**config.mk**
```make
export PLATFORM = sky130hd
export DESIGN_NAME = unidade_controle_sinfonia
export DESIGN_NICKNAME = d
export VERILOG_FILES = /design/src/rtl/unidade_controle_sinfonia.sv
export SDC_FILE = /design/constraint.sdc
export NUM_CORES = 1
export LEC_CHECK = 0
export CORE_UTILIZATION = 41
export DETAILED_ROUTE_END_ITERATION = 6
export PLACE_DENSITY = 0.8
export RECOVER_POWER = 25
export SYNTH_ARGS = -nofsm -noshare
export SYNTH_HDL_FRONTEND = slang
export SYNTH_SLANG_ARGS = --single-unit
```
**constraint.sdc**
```tcl
create_clock -name clock -period 2.5 [get_ports clock]
set_clock_uncertainty 0.1 [all_clocks]
set_input_delay 0.5 -clock clock [delete_from_list [all_inputs] [get_ports clock]]
set_output_delay 0.5 -clock clock [all_outputs]
set_load 0.01 [all_outputs]
```
**src/rtl/unidade_controle_sinfonia.sv**
```systemverilog
// unidade_controle_sinfonia
// Moore control unit for the "sinfonia" memory game. It scrolls the intro
// phrase, latches the chosen song, plays each round's notes through the
// Arduino, then collects and compares player presses, counts errors and
// updates the score. Every datapath control is decoded from the current
// state only.
//
// Ports
//   clock, reset            : system clock, asynchronous active-low reset
//   iniciar                 : start/restart request (level)
//   botoesIgualMemoria .. timeout_contador_msg : datapath condition flags
//   zera_*                  : datapath clears
//   enable_*                : datapath enables
//   activate_arduino, calcular_pontos, select_mux_arduino, select_mux_letra
//                           : datapath steering
//   contagem_display        : free-running display digit index
//   pronto, ganhou, perdeu  : game status
//   db_estado               : current state code
module unidade_controle_sinfonia #(
  parameter int MSG_STEPS = 21,
  parameter int MAX_ERROS = 3
) (
  input  logic       clock,
  input  logic       reset,
  input  logic       iniciar,
  input  logic       botoesIgualMemoria,
  input  logic       enderecoIgualLimite,
  input  logic       fimL,
  input  logic       tem_botao_pressionado,
  input  logic       tem_jogada,
  input  logic       timeout_contador_buzzer,
  input  logic       timeout_contador_msg,
  output logic       zera_contador_erro,
  output logic       zera_contador_jogada,
  output logic       zera_contador_msg,
  output logic       zera_contador_rodada,
  output logic       zera_registrador_botoes,
  output logic       zera_registrador_pontos,
  output logic       zera_timer_buzzer,
  output logic       zera_timer_msg,
  output logic       enable_contador_erro,
  output logic       enable_contador_jogada,
  output logic       enable_contador_msg,
  output logic       enable_contador_rodada,
  output logic       enable_registrador_botoes,
  output logic       enable_registrador_musica,
  output logic       enable_registrador_pontos,
  output logic       enable_timer_buzzer,
  output logic       enable_timer_msg,
  output logic       activate_arduino,
  output logic       calcular_pontos,
  output logic       select_mux_arduino,
  output logic       select_mux_letra,
  output logic [1:0] contagem_display,
  output logic       pronto,
  output logic       ganhou,
  output logic       perdeu,
  output logic [4:0] db_estado
);

  localparam logic [4:0] INICIAL        = 5'd0;
  localparam logic [4:0] MSG_TIMER      = 5'd1;
  localparam logic [4:0] MSG_AVANCA     = 5'd2;
  localparam logic [4:0] ESPERA_MUSICA  = 5'd3;
  localparam logic [4:0] REG_MUSICA     = 5'd4;
  localparam logic [4:0] PREPARA_RODADA = 5'd5;
  localparam logic [4:0] TOCA_NOTA      = 5'd6;
  localparam logic [4:0] AVANCA_NOTA    = 5'd7;
  localparam logic [4:0] ZERA_JOGADA    = 5'd8;
  localparam logic [4:0] ESPERA_JOGADA  = 5'd9;
  localparam logic [4:0] REGISTRA       = 5'd10;
  localparam logic [4:0] COMPARA        = 5'd11;
  localparam logic [4:0] PROXIMA_JOGADA = 5'd12;
  localparam logic [4:0] ERRO           = 5'd13;
  localparam logic [4:0] FIM_RODADA     = 5'd14;
  localparam logic [4:0] PROXIMA_RODADA = 5'd15;
  localparam logic [4:0] FIM_JOGO       = 5'd16;

  localparam int MW = $clog2(MSG_STEPS + 1);

  logic [4:0]    estado, estado_next;
  logic [MW-1:0] cnt_msg;
  logic [3:0]    cnt_erro;
  logic          ultimo_msg, ultimo_erro;

  assign ultimo_msg  = (cnt_msg == MW'(MSG_STEPS - 1));
  assign ultimo_erro = ((cnt_erro + 4'd1) == 4'(MAX_ERROS));

  // Press-detect flag is not needed by this sequencing; tem_jogada is the
  // debounced event actually acted upon.
  logic unused_ok;
  assign unused_ok = tem_botao_pressionado;

  always_comb begin
    estado_next = INICIAL;
    case (estado)
      INICIAL:        estado_next = iniciar ? MSG_TIMER : INICIAL;
      MSG_TIMER:      estado_next = timeout_contador_msg ? MSG_AVANCA : MSG_TIMER;
      MSG_AVANCA:     estado_next = ultimo_msg ? ESPERA_MUSICA : MSG_TIMER;
      ESPERA_MUSICA:  estado_next = tem_jogada ? REG_MUSICA : ESPERA_MUSICA;
      REG_MUSICA:     estado_next = PREPARA_RODADA;
      PREPARA_RODADA: estado_next = TOCA_NOTA;
      TOCA_NOTA:
        if (timeout_contador_buzzer)
          estado_next = enderecoIgualLimite ? ZERA_JOGADA : AVANCA_NOTA;
        else
          estado_next = TOCA_NOTA;
      AVANCA_NOTA:    estado_next = TOCA_NOTA;
      ZERA_JOGADA:    estado_next = ESPERA_JOGADA;
      ESPERA_JOGADA:  estado_next = tem_jogada ? REGISTRA : ESPERA_JOGADA;
      REGISTRA:       estado_next = COMPARA;
      COMPARA:
        if (botoesIgualMemoria)
          estado_next = enderecoIgualLimite ? FIM_RODADA : PROXIMA_JOGADA;
        else
          estado_next = ERRO;
      PROXIMA_JOGADA: estado_next = ESPERA_JOGADA;
      ERRO:           estado_next = ultimo_erro ? FIM_JOGO : ESPERA_JOGADA;
      FIM_RODADA:     estado_next = fimL ? FIM_JOGO : PROXIMA_RODADA;
      PROXIMA_RODADA: estado_next = PREPARA_RODADA;
      FIM_JOGO:       estado_next = iniciar ? INICIAL : FIM_JOGO;
      default:        estado_next = INICIAL;
    endcase
  end

  always_ff @(posedge clock or negedge reset) begin
    if (!reset) begin
      estado           <= INICIAL;
      cnt_msg          <= '0;
      cnt_erro         <= '0;
      contagem_display <= '0;
      ganhou           <= 1'b0;
      perdeu           <= 1'b0;
    end else begin
      estado           <= estado_next;
      contagem_display <= contagem_display + 2'd1;
      case (estado)
        INICIAL: begin
          cnt_msg  <= '0;
          cnt_erro <= '0;
          ganhou   <= 1'b0;
          perdeu   <= 1'b0;
        end
        MSG_AVANCA: cnt_msg <= cnt_msg + MW'(1);
        ERRO: begin
          cnt_erro <= cnt_erro + 4'd1;
          if (ultimo_erro) perdeu <= 1'b1;
        end
        FIM_RODADA: if (fimL) ganhou <= 1'b1;
        PROXIMA_RODADA: cnt_erro <= '0;
        // Status is also dropped on the way out so INICIAL already shows 0.
        FIM_JOGO: if (iniciar) begin
          ganhou <= 1'b0;
          perdeu <= 1'b0;
        end
        default: ;
      endcase
    end
  end

  always_comb begin
    zera_contador_erro        = 1'b0;
    zera_contador_jogada      = 1'b0;
    zera_contador_msg         = 1'b0;
    zera_contador_rodada      = 1'b0;
    zera_registrador_botoes   = 1'b0;
    zera_registrador_pontos   = 1'b0;
    zera_timer_buzzer         = 1'b0;
    zera_timer_msg            = 1'b0;
    enable_contador_erro      = 1'b0;
    enable_contador_jogada    = 1'b0;
    enable_contador_msg       = 1'b0;
    enable_contador_rodada    = 1'b0;
    enable_registrador_botoes = 1'b0;
    enable_registrador_musica = 1'b0;
    enable_registrador_pontos = 1'b0;
    enable_timer_buzzer       = 1'b0;
    enable_timer_msg          = 1'b0;
    activate_arduino          = 1'b0;
    calcular_pontos           = 1'b0;
    select_mux_arduino        = 1'b0;
    select_mux_letra          = 1'b0;
    pronto                    = 1'b0;
    case (estado)
      INICIAL: begin
        zera_contador_erro      = 1'b1;
        zera_contador_jogada    = 1'b1;
        zera_contador_msg       = 1'b1;
        zera_contador_rodada    = 1'b1;
        zera_registrador_botoes = 1'b1;
        zera_registrador_pontos = 1'b1;
        zera_timer_buzzer       = 1'b1;
        zera_timer_msg          = 1'b1;
      end
      MSG_TIMER: enable_timer_msg = 1'b1;
      MSG_AVANCA: begin
        enable_contador_msg = 1'b1;
        zera_timer_msg      = 1'b1;
      end
      REG_MUSICA: enable_registrador_musica = 1'b1;
      PREPARA_RODADA: begin
        zera_contador_jogada = 1'b1;
        zera_timer_buzzer    = 1'b1;
      end
      TOCA_NOTA: begin
        select_mux_arduino  = 1'b1;
        activate_arduino    = 1'b1;
        enable_timer_buzzer = 1'b1;
        select_mux_letra    = 1'b1;
      end
      AVANCA_NOTA: begin
        enable_contador_jogada = 1'b1;
        zera_timer_buzzer      = 1'b1;
      end
      ZERA_JOGADA: begin
        zera_contador_jogada    = 1'b1;
        zera_registrador_botoes = 1'b1;
      end
      ESPERA_JOGADA: begin
        activate_arduino = 1'b1;
        select_mux_letra = 1'b1;
      end
      REGISTRA:       enable_registrador_botoes = 1'b1;
      PROXIMA_JOGADA: enable_contador_jogada = 1'b1;
      ERRO:           enable_contador_erro = 1'b1;
      FIM_RODADA: begin
        calcular_pontos           = 1'b1;
        enable_registrador_pontos = 1'b1;
      end
      PROXIMA_RODADA: begin
        enable_contador_rodada = 1'b1;
        zera_contador_erro     = 1'b1;
      end
      FIM_JOGO: pronto = 1'b1;
      default: ;
    endcase
  end

  assign db_estado = estado;

endmodule
```
Yosys cells after proc, flatten, opt, wreduce, memory -nomap -nowiden
Index checks and enable logic that the tools add are counted.

word-level totals
  input port bits = 10
  output and inout port bits = 31
  register bits after elaboration = 18
  logic and storage cells = 84

operators by class
  reduce and logical (&&, ||, !) cells = 17
  eq/ne operators = 21
  add/sub/neg operators = 3
  mux-type cells = 37

operators with widths
  kind                                                              number
  5-bit case mux with 14 select lines                               1
  5-bit by 4-bit == test with 1-bit output (second input constant)  8
  1-bit two-way mux                                                 21
  5-bit by 3-bit == test with 1-bit output (second input constant)  4
  2-bit OR reduction                                                8
  5-bit two-way mux                                                 3
  5-bit by 2-bit == test with 1-bit output (second input constant)  2
  5-bit == test (second input constant)                             2
  2-bit two-way mux                                                 5
  5-bit case mux with 2 select lines                                1
  4-bit two-way mux                                                 2
  4-bit case mux with 2 select lines                                1
  2-bit != test (second input constant)                             3
  1-bit case mux with 3 select lines                                2
  3-bit AND reduction                                               2
  3-bit nonzero test                                                2
  3-bit OR reduction                                                2
  5-bit by 1-bit adder with 5-bit output (second input constant)    1
  5-bit by 1-bit == test with 1-bit output (second input constant)  1
  5-bit logical NOT                                                 1
  4-bit by 1-bit adder with 4-bit output (second input constant)    1
  4-bit by 2-bit == test with 1-bit output (second input constant)  1
  2-bit nonzero test                                                2
  3-bit two-way mux                                                 1
  2-bit by 1-bit adder with 2-bit output (second input constant)    1

Depth between registers and ports, before layout
  word-level depth = 4
  gate-level depth with buffers = 6
  mapped depth without buffers = 6

Least setup slack after synthesis
Ideal clock, no wire load.

  kind = flip-flop to output port
  from = register estado[3], in the netlist db_estado[3]
  to = output zera_contador_rodada
  data arrival time = 1.534 ns
  path buffers = 2
  path slack = 0.366 ns
  cell stages (with the launch flop) = 5
  required time = 1.900 ns
  path through = dfrtp_1 > buf_6 > or4_4 > nor2_1 > buf_4

on the way
  cells in the longest elaborated chain, start to end = 2

RTL lines
  what                      line  RTL
  start: declaration        81    logic [4:0] estado, estado_next;
  start signal: assignment  135   estado <= estado_next;
  5-bit logical NOT         --
  1-bit two-way mux         --
  end: declaration          36    output logic zera_contador_rodada,

No other way between the ends.

Final worst setup path
  from = register estado[0], in the netlist db_estado[0]
  to = output zera_contador_msg

on the way
  cells in the longest elaborated chain, start to end = 2

RTL lines
  what               line  RTL
  5-bit logical NOT  184   case (estado)
  1-bit two-way mux  184
  end: declaration   35    output logic zera_contador_msg,

No other way between the ends.

==> impl_results.md <==
* Vias at about 1,400
* Share of cells above drive strength 1 at a little over a fifth
* Syn Nets at ~170
* Post-DP Area at roughly 1700 um2
* Crit path max fanout at 6
* Mapped cell area at about 1300 um2
* Root Buffer: clkbuf_4
* Buf+Inv Stages, Crit Path at 3
* Post-synth top area share at 35.1%
* Fin area at 1870 um2
* CTS sink count at 18
* H-tree depth at 1
* Max-cap violation count at 0
* Crit-path cells: clkbuf_2 > buf_4 > or4_4 > nor2_4 > dlygate4sd2_1
* Setup Crit Path Kind: flip-flop to primary output
* Leak Pwr at roughly 0.92 nW
* TritonCTS buffer count at 3
* Wirelength, routed at 3.66 mm
* Hpwl dp at 2.57 mm
* Chip width at 58.0 um
* Failing checks: design-rule violations, negative setup slack
* Placed cell count at between 200 and 250
* Cells after synthesis at 158
* Drt first pass iters at 7
* Yosys top cell by area: dfrtp_1
* Cell family with most CP delay: simple AND/OR/NAND/NOR gates
* Status: finished, violations left
* GP Congestion at 0.839
* Diode count at 0
* First-pass GRT wire length at 6.01 mm
* Hold path start: contagem_display[0]$_DFF_PN0_
* RSZ-0062 raised after global routing: true
* Die Footprint at between 3000 and 4000 um2
* Critical Path End Type: primary output
* Non-Filler Instances at ~240
* CP peak stage delay at 0.47 ns
* Total congestion overflow at 0
* Yosys warning count at 0
* Final critical-path share of the clock period at 102%
* CTS tree: yes
* Netlist cell types at 44
* CTS Hold Bufs at 0
* Synthesized area per cell at 8.13 um2
* CORE AREA at 2850 um2
* Place WS at 0.0374 ns
* PD cells at 1100 nW/um2
* Relative slew margins at 36.6%
* Initial antenna violation count at 0
* Port Buf Inserts at 39
* Worst R2R Start: cnt_erro[0]$_DFFE_PN0P_
* Setup crit start kind: flip-flop
* Via count normalized by instance count at ~5.7
* 1st-iter DRT viols at 24
* CP arrival at 1.94 ns
* Seq/Total Area, Yosys at between 30% and 40%
* Req. time, crit path at 1.90 ns
* Top cells by area, synth: dfrtp_1, nor2_1, ha_1, o21ai_0, buf_4
* Slew Viols, Final at 0
* DR DRC count at 1
* Vias in the first global route at 1,327
* Clk buf depth at 2
* Clock Latency Late Sink at 0.29 ns
* Final worst slack at -0.0427 ns
* Worst Setup SP: db_estado[0]$_DFF_PN0_
* Antenna viol nets, final at 0
* Slowest cell on crit path: or4_4
* Routed length per instance at ~15 um
* Initial Util at a little under half
* Syn-to-layout area delta at 45.6%
* IO Count at 41
* Worst hold path class: flip-flop to flip-flop
* Clock transition at the registers of the reported paths at 0.10 ns
* Nets at ~220
* Worst Tran Pin Value at 0.951 ns
* Largest net degree at the start of global routing at 19
* Final worst path period need at 2.54 ns
* R2R Setup Slk at 0.66 ns
* Filler cells at 243
* Max VDD drop at 756 uV
* FMAX at 393 MHz
* Final setup fails at 4
* Flops & latches, synth at 18
* Row cnt at 19
* Die height at 58.0 um
* WHS at 0.367 ns
* Overall Global Routing Usage at 22.7%
* Final Hold Fails at 0
[worst reg2reg max path, cell delays in order (launching register included)]
cell and delay, ns:
dfrtp_1 0.46, ha_1 0.26, nor4b_1 0.32, a31oi_1 0.15
a22oi_1 0.31, nand4_1 0.11
[registers in the layout, indices dropped and copies added, names as in the netlist]
register / count
perdeu: 1
cnt_erro: 4
contagem_display: 2
db_estado: 5
ganhou: 1
cnt_msg: 5
[metal layers]
| metal | routed length [um] | track usage, % |
|---|---|---|
| met5 | 0 | 0 |
| met3 | 203 | 4.24 |
| met4 | 89 | 8.84 |
| met2 | 1810 | 38.3 |
| met1 | 1560 | 28.8 |
[where the power goes]
group	total [mW]	switching, mW	internal [mW]	leakage [nW]
registers	0.471	0.103	0.368	0.234
clock network	0.178	0.0895	0.0888	0.0210
logic	1.40	0.729	0.671	0.661
[layout by cell type, fill, tap and decap left out, types with 2 or more instances in the layout]
master and instances:
a21o_1 2, a21oi_1 6, a22o_1 3, a31oi_1 4, a32oi_1 2, buf_4 18, clkbuf_2 2, clkbuf_4 3
clkdlybuf4s15_1 2, clkdlybuf4s50_1 21, dfrtp_1 15, dfrtp_2 3, dlygate4sd2_1 8, dlymetal6s2s_1 6, ha_1 4, inv_1 10
nand2_1 10, nand2b_1 3, nand3_1 6, nand3b_1 2, nand4_1 3, nor2_1 14, nor2_2 2, nor2_4 4
nor3_1 6, nor4_1 4, o21ai_0 10, or3_1 2, or3_4 2, xnor2_1 4
[stage by stage]
step / power (mW) / util [%] / setup TNS (ns)
finish: 2.05 / 65.6 / -0.131
global route: 2.20 / 65.6 / -0.414
CTS: 1.97 / 63.6 / 0
detailed placement: 1.73 / 60.3 / 0
global placement: 1.69 / 60.3 / 0
floorplan: 1.20 / - / 0
[synth_stat cells]
cell and count:
nor2_1 19, dfrtp_1 18, inv_1 10, nand2_1 10, o21ai_0 10, a21oi_1 7, nor3_1 7, buf_4 6
nand3_1 6, clkbuf_1 5, a31oi_1 4, ha_1 4, nand2b_1 4, nor4_1 4, xnor2_1 4, a22o_1 3
nand4_1 3, or3_1 3, a21o_1 2, a32oi_1 2, buf_2 2, nand3b_1 2, or3b_2 2, a21bo_2 1
a21boi_0 1, a22oi_1 1, and2_1 1, and3_1 1, buf_6 1, inv_2 1, nand4b_1 1, nor2_4 1
nor4b_1 1, o21ai_1 1, o21bai_1 1, o221ai_1 1, o22a_1 1, o2bb2ai_1 1, o311ai_0 1, o311ai_1 1
or2_2 1, or3_4 1, or4_4 1, xor2_1 1
[what timing repair did]
| item | CTS | global route |
|---|---|---|
| pin swaps | 1 | 0 |
| gates resized for setup | 22 | 16 |
| setup endpoints to repair | 16 | 9 |
| setup buffers | 5 | 4 |
| gates cloned | 0 | 0 |
[cells by family (layout without fill, tap and decap cells)]
group | after synthesis | count (layout) | share of synthesized area (%)
and+or+nand+nor | 68 | 68 | 28.3
buffers and inverters | 25 | 75 | 9.83
xor gates and xnor gates | 5 | 5 | 3.41
DFF | 18 | 18 | 35.1
adders and majority gates | 4 | 4 | 3.89
AOI/OAI and AO/OA | 38 | 38 | 19.5
[area by class of cell]
| type | count | area [um2] | area share, % |
|---|---|---|---|
| Tap cell | 31 | 38.8 | 2.07 |
| Sequential cell | 18 | 454 | 24.3 |
| Timing Repair Buffer | 60 | 546 | 29.2 |
| Clock buffer | 4 | 36.3 | 1.94 |
| Multi-Input combinational cell | 115 | 754 | 40.3 |
| Inverter | 11 | 41.3 | 2.21 |
[final timing paths]
kind / to / cells after the start
max in group asynchronous: db_estado[1]$_DFF_PN0_ / 2
worst min register to register: contagem_display[0]$_DFF_PN0_ / 1
min in group asynchronous: cnt_msg[2]$_DFFE_PN0P_ / 2
worst min-delay path: contagem_display[0]$_DFF_PN0_ / 1
worst max register to register: db_estado[0]$_DFF_PN0_ / 5
worst max-delay path: zera_contador_msg / 5
No activity file was read; power rests on OpenSTA's default activity.
